==> src/rtl/invert_pkg.sv <==
// Shared word type and limits for the 16-bit two's-complement negation unit.
package invert_pkg;

    localparam int WORD_W = 16;

    typedef logic [WORD_W-1:0] word_t;

    localparam word_t WORD_MIN = 16'h8000;
    localparam word_t WORD_MAX = 16'h7FFF;

    // Only the most negative word has no positive counterpart.
    function automatic logic neg_overflows(input word_t a);
        return (a == WORD_MIN);
    endfunction

endpackage

==> src/rtl/inc_16bit.sv <==
// Combinational 16-bit ripple incrementer (a + 1) built from a half-adder chain.
module inc_16bit
    import invert_pkg::*;
(
    input  logic [15:0] a,
    output logic [15:0] sum,
    output logic        cout
);

    logic [WORD_W:0] carry;

    // The constant carry-in of 1 turns the half-adder chain into a +1.
    assign carry[0] = 1'b1;

    for (genvar i = 0; i < WORD_W; i++) begin : g_ha
        assign sum[i]     = a[i] ^ carry[i];
        assign carry[i+1] = a[i] & carry[i];
    end

    assign cout = carry[WORD_W];

endmodule

==> src/rtl/invert_16_bit.sv <==
// Registered two's-complement negation (-A = ~A + 1) with overflow and sticky flags.
// Optional build macro INVERT_16BIT_SAT_EN saturates the A = 16'h8000 result to 16'h7FFF.
module invert_16_bit
    import invert_pkg::*;
(
    input  logic        clk,
    input  logic        rst_n,
    input  logic        in_valid,
    input  logic [15:0] A,
    input  logic        ovf_clr,
    output logic        out_valid,
    output logic [15:0] invA,
    output logic        overflow,
    output logic        ovf_sticky
);

    word_t inc_sum;
    word_t result;
    logic  ovf_now;
    logic  cout_unused;

    inc_16bit u_inc (
        .a    (~A),
        .sum  (inc_sum),
        .cout (cout_unused)
    );

    assign ovf_now = neg_overflows(A);

    // NOTE: always_comb assigns a default first so no path through the block can infer a latch.
    always_comb begin
        result = inc_sum;
`ifdef INVERT_16BIT_SAT_EN
        if (ovf_now) begin
            result = WORD_MAX;
        end
`endif
    end

    // NOTE: state registers use non-blocking assignments so every flop samples pre-edge values.
    always_ff @(posedge clk or negedge rst_n) begin
        if (!rst_n) begin
            out_valid  <= 1'b0;
            invA       <= '0;
            overflow   <= 1'b0;
            ovf_sticky <= 1'b0;
        end else begin
            out_valid <= in_valid;
            if (in_valid) begin
                invA     <= result;
                overflow <= ovf_now;
            end
            // A fresh overflow takes priority over a simultaneous clear.
            if (in_valid && ovf_now) begin
                ovf_sticky <= 1'b1;
            end else if (ovf_clr) begin
                ovf_sticky <= 1'b0;
            end
        end
    end

endmodule

==> config.mk <==
export PLATFORM = sky130hd
export DESIGN_NAME = invert_16_bit
export DESIGN_NICKNAME = d
export VERILOG_FILES = /design/src/rtl/invert_pkg.sv /design/src/rtl/inc_16bit.sv /design/src/rtl/invert_16_bit.sv
export SDC_FILE = /design/constraint.sdc
export NUM_CORES = 1
export LEC_CHECK = 0
export ABC_AREA = 1
export CAP_MARGIN = 20
export CORE_ASPECT_RATIO = 0.9
export CORE_MARGIN = 4
export CORE_UTILIZATION = 45
export CTS_BUF_LIST = sky130_fd_sc_hd__clkbuf_4 sky130_fd_sc_hd__clkbuf_8
export DETAILED_ROUTE_END_ITERATION = 8
export GPL_ROUTABILITY_DRIVEN = 0
export MAX_ROUTING_LAYER = met4
export PLACE_DENSITY = 0.82
export SLEW_MARGIN = 30
export SYNTH_ARGS = -nofsm -noshare
export SYNTH_HDL_FRONTEND = slang
export SYNTH_SLANG_ARGS = --single-unit
==> constraint.sdc <==
create_clock -name clk -period 1.4 [get_ports clk]
set_input_delay 0.28 -clock clk [delete_from_list [all_inputs] [get_ports clk]]
set_output_delay 0.28 -clock clk [all_outputs]
set_load 0.1 [all_outputs]
==> impl_metrics.yaml <==
finish:
  final_common_cell: "nand2_1"
  regArea_um2: 475
  fin_util_pct: 93.7
  final_nets: 200
  stdcell_area_um2: 1880
  syn2layout_area_growth_pct: 87.3
  final.fill_count: 59
  fin_cells: 190
  layout-drive-gt1-share_pct: 37.6
  n_antenna_cell: 0
  final_cell_mix: "42 x nand2_1, 20 x buf_12, 19 x dfrtp_1"
  multi_input_area_um2: 636
die:
  die_y_um: 52.8
  die_x_um: 57.8
  start_util_pct: 50.0
  io_pins: 39
  die-area_um2: 3050
  fp.coreArea_um2: 2010
  fp-row-count: 15
logic_synthesis:
  yosysUniqueCellTypes: 10
  netlist_area_um2: 1000
  ys_seq_area_share_pct: 47.3
  syn-mean-instance-area_um2: 8.30
  yosysWarningCount: 0
  synth_fp_nets: 155
  synthCells: 121
  synth-seq-cells: 19
critical_path:
  critPathLaunch: "A[1]"
  cp-start-kind: "input port"
  reg2reg_to: "invA[8]"
  cp.arrival_ns: 2.81
  rr_startpoint: "invA[8]"
  path_class: "input port to flop"
  cp-end-kind: "flop"
  crit_path_max_fanout: 2
  rr_worst_depth: 2
  cp.required_ns: 1.59
  r2r_slack_ns: 0.68
routing:
  wl_um: 3560
  drc_errors: 0
  drtPass1Iterations: 4
  drt-initial-drc-count: 39
  postRouteAntennaNets: 0
  routed_via_density: 5.25
  wl_per_cell_um: 18.7
  vias: 998
placement:
  dpl_cell_area_um2: 1800
  dp_hpwl_um: 2460
  dp_slack_ns: -2.18
  io_buffers: 38
  dp.cells: 184
cts:
  cts_max_level: 1
  cts_buffers: 3
  clkSinkCount: 19
  clk_pin_slew_worst_paths_ns: 0.11
  postCtsHoldBufs: 0
  clockBufferDepth: 2
  clk_latency_ns: 0.30
  cts_root_buf: "clkbuf_4"
  cts_tree: "yes"
timing:
  tns_ns: -6.10
  period_share_pct: 187
  finalHoldViolCount: 0
  slew_viol_final: 0
  tightest_slew_ns: 0.312
  fmax_ghz: 0.382
  finalSetupViolations: 9
  rsz0062_at_grt: "true"
  clock_skew_ns: 0
  period_needed_ns: 2.61
  holdWs_ns: 0.234
  relSlewSlack_pct: 79.2
  fin_ws_ns: -1.21
global_route:
  antenna_found_initial: 0
  grt_pass1_wl_um: 5200
  first_global_vias: 1074
  grt_max_degree: 20
  globalRouteTotalUtil_pct: 24.5
  overflow: 0
power:
  total_power_mw: 1.75
  peakVddDrop_mv: 0.958
  power_leakage_nw: 0.918
  power.density_nw_per_um2: 931
outcome:
  status: "complete, but fails checks"
  violations: "setup timing"
min_path:
  holdPathEnd: "invA[0]"
  min_path_type: "input port to flop"
  holdPathStages: 3
  hp-start: "A[0]"
run:
  cap_violations: 0
==> Yosys cell counts <==
library cell / n / area (µm²)
buf_2: 1 / 5.00
buf_6: 2 / 22.5
dfrtp_1: 19 / 475
ha_1: 14 / 175
inv_1: 18 / 67.6
inv_2: 1 / 3.75
nand2_1: 54 / 203
nor2_1: 9 / 33.8
o21ai_0: 2 / 10.0
xor2_1: 1 / 8.76
==> how the worst max path moves through the flow <==
stage                     endpoint  slack [ns]  cells past startpoint
after floorplan           invA[15]       -1.36                     17
after global placement    invA[15]       -2.04                     18
after detailed placement  invA[15]       -2.18                     18
after CTS                 invA[15]       -1.23                     18
after global routing      invA[15]       -1.26                     18
final                     invA[15]       -1.21                     18
==> metal layers <==
layer / wire [µm] / up-vias / track usage, %
met4: 74 / 0 / 10.0
met5: 0 / - / -
li1: - / 446 / -
met3: 228 / 10 / 5.42
met1: 1320 / 479 / 25.6
met2: 1940 / 63 / 44.7
==> area by class of cell <==
| class | instances | area share [%] |
|---|---|---|
| tap | 25 | 1.66 |
| inverter | 19 | 4.85 |
| clock buffer | 4 | 1.60 |
| multi-input combinational | 80 | 33.8 |
| sequential | 19 | 25.3 |
| timing repair buffer | 43 | 32.8 |
==> cell families (layout without fill, tap and decap cells) <==
logic type / after synthesis / after routing / synth area share (%)
fa+ha+maj: 14 / 14 / 17.4
buf+inv: 22 / 66 / 9.84
xor+xnor: 1 / 1 / 0.872
flops: 19 / 19 / 47.3
compound gates: 2 / 2 / 0.996
simple gates: 63 / 63 / 23.5
==> repair_timing <==
action                                  CTS  global route
buffers inserted                          1             1
pin swaps                                23             2
cloned                                    0             0
endpoints found under the setup margin   13             9
gates resized for setup                  24             9
==> flip-flops by register name, indices dropped and copies added (netlist names) <==
signal,count
invA,16
out_valid,1
overflow,1
ovf_sticky,1
==> report_power, final <==
part	total, mW	switching (mW)	internal, mW
Sequential	0.650	0.0552	0.595
Combinational	0.798	0.503	0.294
Clock	0.304	0.173	0.131
==> worst max-delay path, stage by stage <==
cell,delay (ns)
buf_12,0.09
inv_12,0.03
ha_4,0.15
ha_4,0.16
ha_4,0.15
ha_4,0.16
ha_4,0.15
ha_4,0.16
ha_4,0.16
ha_4,0.15
ha_4,0.16
ha_4,0.16
ha_4,0.16
ha_4,0.16
ha_4,0.15
ha_4,0.15
xor2_1,0.14
o21ai_1,0.08
No activity file was read; power rests on OpenSTA's default activity.
